## config.mk

```make
export PLATFORM = sky130hd
export DESIGN_NAME = softmax_row_ctrl
export DESIGN_NICKNAME = d
export VERILOG_FILES = /design/src/rtl/mha_pkg.sv /design/src/rtl/softmax_row_ctrl.sv
export SDC_FILE = /design/constraint.sdc
export NUM_CORES = 2
export LEC_CHECK = 0
export ABC_AREA = 1
export CAP_MARGIN = 10
export CORE_MARGIN = 5
export CORE_UTILIZATION = 40
export DETAILED_ROUTE_END_ITERATION = 10
export DONT_BUFFER_PORTS = 1
export PLACE_DENSITY = 0.61
export SYNTH_ARGS = -nofsm -noshare
export SYNTH_HDL_FRONTEND = slang
export SYNTH_SLANG_ARGS = --single-unit
```

## constraint.sdc

```tcl
create_clock -name I_CLK -period 7.8 [get_ports I_CLK]
set_input_delay 0.78 -clock I_CLK [delete_from_list [all_inputs] [get_ports I_CLK]]
set_output_delay 0.78 -clock I_CLK [all_outputs]
set_load 0.1 [all_outputs]
```

## src/rtl/mha_pkg.sv

```systemverilog
// Shared definitions for the multi-head-attention datapath: FSM state
// encoding, word-width constants and the saturating subtract.
package mha_pkg;

  // Word width of scores and probabilities in the attention datapath.
  localparam int SM_D_W = 16;

  // Most negative and most positive D_W-bit two's-complement values.
  localparam logic [SM_D_W-1:0] SM_MIN = {1'b1, {(SM_D_W-1){1'b0}}};
  localparam logic [SM_D_W-1:0] SM_MAX = {1'b0, {(SM_D_W-1){1'b1}}};

  // Row controller states, one-hot.
  typedef enum logic [3:0] {
    S_LOAD = 4'b0001,
    S_SUB  = 4'b0010,
    S_RUN  = 4'b0100,
    S_OUT  = 4'b1000
  } state_e;

  // a - b computed one bit wider, clamped back into the D_W-bit signed range.
  function automatic logic [SM_D_W-1:0] sat_sub(input logic [SM_D_W-1:0] a,
                                                input logic [SM_D_W-1:0] b);
    logic [SM_D_W:0] diff;
    diff = {a[SM_D_W-1], a} - {b[SM_D_W-1], b};
    if (diff[SM_D_W] != diff[SM_D_W-1]) sat_sub = diff[SM_D_W] ? SM_MIN : SM_MAX;
    else                                sat_sub = diff[SM_D_W-1:0];
  endfunction

endpackage

```

## src/rtl/softmax_row_ctrl.sv

```systemverilog
// Row-level initiator for the serial softmax engine: loads a row of scores,
// subtracts the row maximum, holds the engine start request, and streams the
// returned probabilities out with a last flag.
module softmax_row_ctrl
  import mha_pkg::*;
#(
  parameter int D_W = SM_D_W,  // must match the package word width
  parameter int NUM = 16       // words per row, at least 2
) (
  input  logic               I_CLK,
  input  logic               I_RST_N,
  input  logic               I_IN_VLD,
  output logic               O_IN_RDY,
  input  logic [D_W-1:0]     I_IN_DATA,
  output logic               O_SM_START,
  output logic [D_W*NUM-1:0] O_SM_DATA,
  input  logic               I_SM_VLD,
  input  logic [D_W*NUM-1:0] I_SM_DATA,
  output logic               O_OUT_VLD,
  input  logic               I_OUT_RDY,
  output logic [D_W-1:0]     O_OUT_DATA,
  output logic               O_OUT_LAST,
  output logic               O_BUSY
);

  localparam int CNT_W = $clog2(NUM) + 1;
  localparam int IDX_W = $clog2(NUM);
  localparam logic [CNT_W-1:0] CNT_LAST = CNT_W'(NUM - 1);

  state_e             r_state;
  state_e             w_state_next;
  logic [CNT_W-1:0]   r_cnt;
  logic [D_W-1:0]     r_max;
  logic               r_sm_start;
  logic [D_W*NUM-1:0] r_sm_data;
  logic [D_W-1:0]     r_score [NUM];
  logic [D_W-1:0]     r_res   [NUM];
  logic [D_W*NUM-1:0] w_norm;
  logic [IDX_W-1:0]   w_idx;
  logic               w_in_hs;
  logic               w_out_hs;
  logic               w_cnt_last;

  assign w_idx      = r_cnt[IDX_W-1:0];
  assign w_cnt_last = (r_cnt == CNT_LAST);
  assign w_in_hs    = I_IN_VLD && O_IN_RDY;
  assign w_out_hs   = O_OUT_VLD && I_OUT_RDY;

  // Gate start low in the done cycle so the engine, idle then, cannot restart.
  assign O_SM_START = r_sm_start && !I_SM_VLD;
  assign O_SM_DATA  = r_sm_data;

  // Safe-softmax normalisation: every score minus the row max, saturated.
  for (genvar k = 0; k < NUM; k++) begin : g_sub
    assign w_norm[D_W*k +: D_W] = sat_sub(r_score[k], r_max);
  end

  // State register.
  always_ff @(posedge I_CLK or negedge I_RST_N) begin
    if (!I_RST_N) r_state <= S_LOAD;
    else          r_state <= w_state_next;
  end

  // Next-state decode and state-derived outputs.
  always_comb begin
    // NOTE: every output of this block gets a default first, so no path leaves
    // a signal unassigned and no latch is inferred.
    w_state_next = r_state;
    O_IN_RDY     = 1'b0;
    O_OUT_VLD    = 1'b0;
    unique case (r_state)
      S_LOAD: begin
        O_IN_RDY = 1'b1;
        if (w_in_hs && w_cnt_last) w_state_next = S_SUB;
      end
      S_SUB:  w_state_next = S_RUN;
      S_RUN:  if (I_SM_VLD) w_state_next = S_OUT;
      S_OUT: begin
        O_OUT_VLD = 1'b1;
        if (w_out_hs && w_cnt_last) w_state_next = S_LOAD;
      end
      default: w_state_next = S_LOAD;
    endcase
  end

  assign O_OUT_LAST = O_OUT_VLD && w_cnt_last;
  assign O_OUT_DATA = O_OUT_VLD ? r_res[w_idx] : '0;
  assign O_BUSY     = !((r_state == S_LOAD) && (r_cnt == '0));

  // Control registers: word counter, running row max, engine start and row.
  always_ff @(posedge I_CLK or negedge I_RST_N) begin
    // NOTE: clocked state uses non-blocking assignments so every register
    // samples pre-edge values regardless of statement order.
    if (!I_RST_N) begin
      r_cnt      <= '0;
      r_max      <= SM_MIN;
      r_sm_start <= 1'b0;
      r_sm_data  <= '0;
    end else begin
      unique case (r_state)
        S_LOAD: if (w_in_hs) begin
          r_cnt <= w_cnt_last ? '0 : r_cnt + CNT_W'(1);
          if ($signed(I_IN_DATA) > $signed(r_max)) r_max <= I_IN_DATA;
        end
        S_SUB: begin
          r_sm_data  <= w_norm;
          r_sm_start <= 1'b1;
        end
        S_RUN: if (I_SM_VLD) r_sm_start <= 1'b0;
        S_OUT: if (w_out_hs) begin
          if (w_cnt_last) begin
            r_cnt <= '0;
            r_max <= SM_MIN;
          end else begin
            r_cnt <= r_cnt + CNT_W'(1);
          end
        end
        default: ;
      endcase
    end
  end

  // Score and result buffers.
  always_ff @(posedge I_CLK) begin
    // NOTE: the buffers are left unreset; every word is written before it is
    // read in a row, and the output mux forces zero while no result is valid.
    if ((r_state == S_LOAD) && w_in_hs) r_score[w_idx] <= I_IN_DATA;
    if ((r_state == S_RUN) && I_SM_VLD) begin
      for (int k = 0; k < NUM; k++) r_res[k] <= I_SM_DATA[D_W*k +: D_W];
    end
  end

endmodule
```

Yosys cells after proc, flatten, opt, wreduce, memory -nomap -nowiden
Memory sizes are Yosys's and may differ from the RTL's.
Index checks and enable logic that the tools add are counted.
{"block": "word_totals", "in_bits": 277, "output_inout_bits": 277, "ramBits": 512, "elab_cells": 125, "register_bits": 282, "memories": 2}
{"name": "r_res", "depth": 16, "word_bits": 16, "rd": 1, "rd_ports_with_merged_regs": 0, "wr": 16, "line_no": "softmax_row_ctrl.sv:37", "rtl": "logic [D_W-1:0] r_res [NUM];"}
{"name": "r_score", "depth": 16, "word_bits": 16, "rd": 16, "rd_ports_with_merged_regs": 0, "wr": 1, "line_no": "softmax_row_ctrl.sv:36", "rtl": "logic [D_W-1:0] r_score [NUM];"}
{"block": "classes", "addsub": 17, "reduce_logical": 18, "muxes": 54, "n_lt_le_gt_ge": 1, "n_eq_ne": 28}
{"operator": "two-way mux 16 bit", "count": 37}
{"operator": "subtractor 16 x 16 -> 17 bit", "count": 16}
{"operator": "one-hot mux 16 bit (2 select lines)", "count": 1}
{"operator": "greater-than comparator 16 bit", "count": 1}
{"operator": "!= test 1 bit", "count": 16}
{"operator": "one-hot mux 4 bit (4 select lines)", "count": 1}
{"operator": "two-way mux 5 bit", "count": 3}
{"operator": "two-way mux 4 bit", "count": 3}
{"operator": "!= test 2 bit, second input constant", "count": 6}
{"operator": "one-hot mux 5 bit (2 select lines)", "count": 1}
{"operator": "logical AND 1 bit", "count": 9}
{"operator": "two-way mux 1 bit", "count": 7}
{"operator": "AND reduction 3 bit", "count": 2}
{"operator": "adder 5 x 1 -> 5 bit, second input constant", "count": 1}
{"operator": "== test 5 x 4 -> 1 bit, second input constant", "count": 1}
{"operator": "zero test 5 bit", "count": 1}
{"operator": "AND reduction 5 bit", "count": 1}
{"operator": "== test 4 x 1 -> 1 bit, second input constant", "count": 1}
{"operator": "== test 4 x 2 -> 1 bit, second input constant", "count": 1}
{"operator": "== test 4 x 3 -> 1 bit, second input constant", "count": 1}
{"operator": "== test 4 bit, second input constant", "count": 1}
{"operator": "nonzero test 2 bit", "count": 2}
{"operator": "zero test 1 bit", "count": 2}
{"operator": "!= test 2 x 1 -> 1 bit, second input constant", "count": 1}
{"operator": "other kinds (2)", "count": 2}

Depth between registers and ports, before layout
{"block": "depth", "depth_word": 6, "ltp_mapped": 18, "ltp_nobuf": 17}

Worst setup path after synthesis
Ideal clock, no wire load.
{"block": "synth_path", "kind": "input to register", "from": "input I_SM_VLD", "to": "register r_state[3]", "path_buffers": 0, "setup_time_ns": 0.096, "required_time_ns": 7.704, "path_stages": 3, "arrival_time_ns": 6.384, "path_slack_ns": 1.320, "cell_sequence": "nand4_1 > inv_1 > or2_2"}
{"block": "synth_via", "elab_chain_len": 2}
{"item": "start: declaration", "line_no": "softmax_row_ctrl.sv:17", "rtl": "input logic I_SM_VLD,"}
{"item": "!= test 2 bit (no line)"}
{"item": "AND reduction 3 bit (no line)"}
{"item": "end signal: assignment", "line_no": "softmax_row_ctrl.sv:61", "rtl": "else r_state <= w_state_next;"}
{"item": "end: declaration", "line_no": "softmax_row_ctrl.sv:30", "rtl": "state_e r_state;"}
Every way passes these cells.
A chain may end at the register's enable or synchronous reset.

Final worst setup path
{"block": "layout_path", "from": "register r_cnt[0]", "to": "output O_OUT_DATA[6]"}
{"block": "layout_via", "elab_chain_len": 2}
{"item": "start: declaration", "line_no": "softmax_row_ctrl.sv:32", "rtl": "logic [CNT_W-1:0] r_cnt;"}
{"item": "start signal: assignment", "line_no": "softmax_row_ctrl.sv:102", "rtl": "r_cnt <= w_cnt_last ? '0 : r_cnt + CNT_W'(1);"}
{"item": "start signal: assignment", "line_no": "softmax_row_ctrl.sv:115", "rtl": "r_cnt <= r_cnt + CNT_W'(1);"}
{"item": "memory read (16 x 16 bit)"}
{"item": "two-way mux 16 bit", "line_no": "softmax_row_ctrl.sv:87", "rtl": "assign O_OUT_DATA = O_OUT_VLD ? r_res[w_idx] : '0;"}
{"item": "end: declaration", "line_no": "softmax_row_ctrl.sv:21", "rtl": "output logic [D_W-1:0] O_OUT_DATA,"}
Every way passes these cells.

==> run summary <==
Cells along the critical path - inv_4 > buf_4 > o21ai_0 > o22ai_1 > nand2_1 > a41oi_4
Critical path data required time - 7.02 ns
Layout Area Growth over Synthesis - 12.0%
All-layer global routing usage - 0.248
Initial antenna violation count - 46
Slew margin rel. - 0.197
Detailed Route WL - 146000 um
Top delay family on crit path - compound AO/OA/AOI/OAI gates
Ys Warns - 0
WP data arrival - 4.24 ns
Yosys cell types - 39
Syn_area_per_cell - 8.85 um2
Share of the yosys chip area belonging to registers - 0.519
Root buf cell - clkbuf_16
HP Start - I_SM_DATA[217]
Grt total ovfl - 0
Worst Setup Start Kind - register
Critical path launch point - r_cnt[0]
Post-place setup slack - 3.41 ns
TritonCTS clock tree - built
Worst-Margin Slew - 1.20 ns
Clock Path Buffers - 3
Core Footprint - 107000 um2
Std cell rows - 120
Final net count - 5483
Slowest CP cell - a41oi_4
Share of cells above drive strength 1 - 0.0529
Pwr dens - 461 nW/um2
Vias in the first global route - 32.7k
Vias per std cell - 5.26
Tmin final - 5.02 ns
First-pass GRT wire length - 215000 um
Reg2Reg Launch Point - r_max[7]
Drt wl/cell - 22.8 um
Port Buffer Count - 0
Clock Latency Late Sink - 0.68 ns
# H-tree levels - 3
Crit-path max FO - 90
Reg clk slew, reported paths - 0.07 ns
Leak - 0.0220 uW
Residual DRC count - 0
Vias - 33.8k
Status - finished, final reports clean
RSZ-0062 raised after global routing - no
Final setup viols - 0
Die Y-Extent - 339 um
IO Count - 554
Post-DRT Antenna Nets - 0
Starting Density - 0.403
Max Clock Skew - 0.0264 ns
Period utilization - 0.644
DR iter-0 viols - 2641
Postcts setup bufs - 0
Fmax - 199 MHz
Syn Nets - 5453
Syn Std Cell Area - 43200 um2
Largest net degree at the start of global routing - 281
Final core utilization - 0.452
Router iterations before antenna repair - 6
Worst setup margin - 2.78 ns
Worst setup EP type - output pin
Worst Hold Class - input port to register
Die W - 339 um
CP Class - register to output pin
Number of CTS-inserted buffers - 89
Hpwl dp - 104000 um
Mapped Cells - 4884
Final Hold Fails - 0
Clock sink count - 794
Routability Congestion - 0.923
Setup TNS - 0 ns
Max-Cap Viols - 0
Crit path largest cell delay - 0.83 ns
Flop and latch count out of synthesis - 794
Die area - 115000 um2
Buf/Inv on CP - 2
Slew Viols, Final - 0
VDD IR max - 0.246 mV
## routing by layer
layer / track usage / part of all wire
met5: 0 / 0.0010
met1: 0.293 / 0.40
met2: 0.441 / 0.50
met3: 0.0703 / 0.072
met4: 0.0722 / 0.032
## registers in the layout (all words and copies together), names as in the netlist
register / cells
r_sm_start: 1
r_state: 4
r_max: 16
r_res: 256
r_score: 256
O_SM_DATA: 256
r_cnt: 5
## cells by family after synthesis
kind of cell / Yosys count / synth area share
AOI/OAI and AO/OA: 758 / 0.0947
xor gates and xnor gates: 176 / 0.0357
adders and majority gates: 292 / 0.0873
buffers and inverters: 561 / 0.0507
DFF: 794 / 0.519
muxes: 1 / 0.000232
and+or+nand+nor: 2302 / 0.213
## stage by stage
step	cell area (um2)	hold slack [ns]	instances	total power, uW
floorplan	43200	0.442	4884	15000
global placement	45200	0.451	6220	17900
detailed placement	45200	0.453	6220	18000
CTS	48300	0.137	6388	22400
global route	48400	0.152	6399	23900
finish	48400	0.196	6414	22300
## placed cells by master, fill, tap and decap left out, types with 4 or more instances in the layout
cell / n
nor3_1: 24
ha_1: 276
clkinv_2: 18
nand2_1: 1388
clkbuf_8: 12
a21oi_1: 432
buf_16: 6
clkinv_4: 6
buf_4: 50
a21o_1: 13
inv_1: 433
fa_1: 16
nand3b_1: 14
clkbuf_16: 97
a41oi_2: 5
bufinv_16: 5
or2_2: 20
nor4_1: 5
a31oi_1: 7
nand3_1: 233
and2_1: 8
and3_1: 8
clkinv_1: 9
o21bai_1: 37
inv_4: 4
nand4_1: 14
o22ai_1: 64
xnor2_1: 48
o21ai_0: 186
edfxtp_1: 512
a41oi_4: 11
xor2_1: 128
clkbuf_1: 12
nor2_2: 5
dfrtp_1: 278
diode_2: 22
nor2_1: 575
## cell type report
| cell class | count | area, um2 |
|---|---|---|
| Fill cell | 10400 | 58800 |
| Multi-Input combinational cell | 3529 | 18900 |
| Clock inverter | 45 | 392 |
| Sequential cell | 794 | 22400 |
| Clock buffer | 121 | 2640 |
| Timing Repair Buffer | 60 | 601 |
| Tap cell | 1403 | 1760 |
| Antenna cell | 22 | 55.1 |
| Inverter | 440 | 1670 |
## what timing repair did
item                                   4_1_cts  5_1_grt
hold buffers                                 2        1
endpoints found under the hold margin      280       44
gates resized for setup                      0        0
## power breakdown
group          leakage [uW]  switching [uW]  internal, uW
Clock               0.00150            1800          2540
Combinational        0.0121            6650          3140
Sequential          0.00848            3210          4980
## path summary, 6_finish.rpt
check,cells past startpoint,slack [ns],to
min,0,0.20,r_res[13][9]
max reg2reg,13,3.83,O_SM_DATA[96]
min reg2reg,2,0.47,r_max[15]
max,6,2.78,O_OUT_DATA[6]
max in group asynchronous,4,5.71,O_SM_DATA[9]
min in group asynchronous,2,0.63,O_SM_DATA[231]
## Yosys cell counts
cell type  number  area (um2)
or2_1           1        6.26
o22ai_1        64         400
buf_2          48         240
nor2_1        579        2170
dfstp_2         2        52.6
or2_2          20         125
nor2_2          1        6.26
nand3_1       233        1170
nand4_1        14        87.6
ha_1          276        3450
a21oi_4         1        16.3
nor3_4          1        16.3
xor2_1        128        1120
clkbuf_1       66         248
a31oi_1         7        43.8
and3_1          8        50.1
and2_1          8        50.1
nor3_1         27         135
xnor2_1        48         420
nand3b_1       14         105
buf_1           4        15.0
a21oi_1       432        2160
fa_1           16         320
inv_2           2        7.51
o21bai_1       37         278
o32ai_1         1        8.76
nand2_4         2        22.5
mux2i_1         1        10.0
dfrtp_1       280        7010
buf_6           3        33.8
o21ai_4         1        16.3
inv_1         437        1640
inv_4           1        6.26
nand2_1      1388        5210
a41oi_1        16         140
o21ai_0       186         931
nor4_1          6        37.5
edfxtp_1      512       15400
a21o_1         13        97.6
Power figures use the tool's default switching activity.
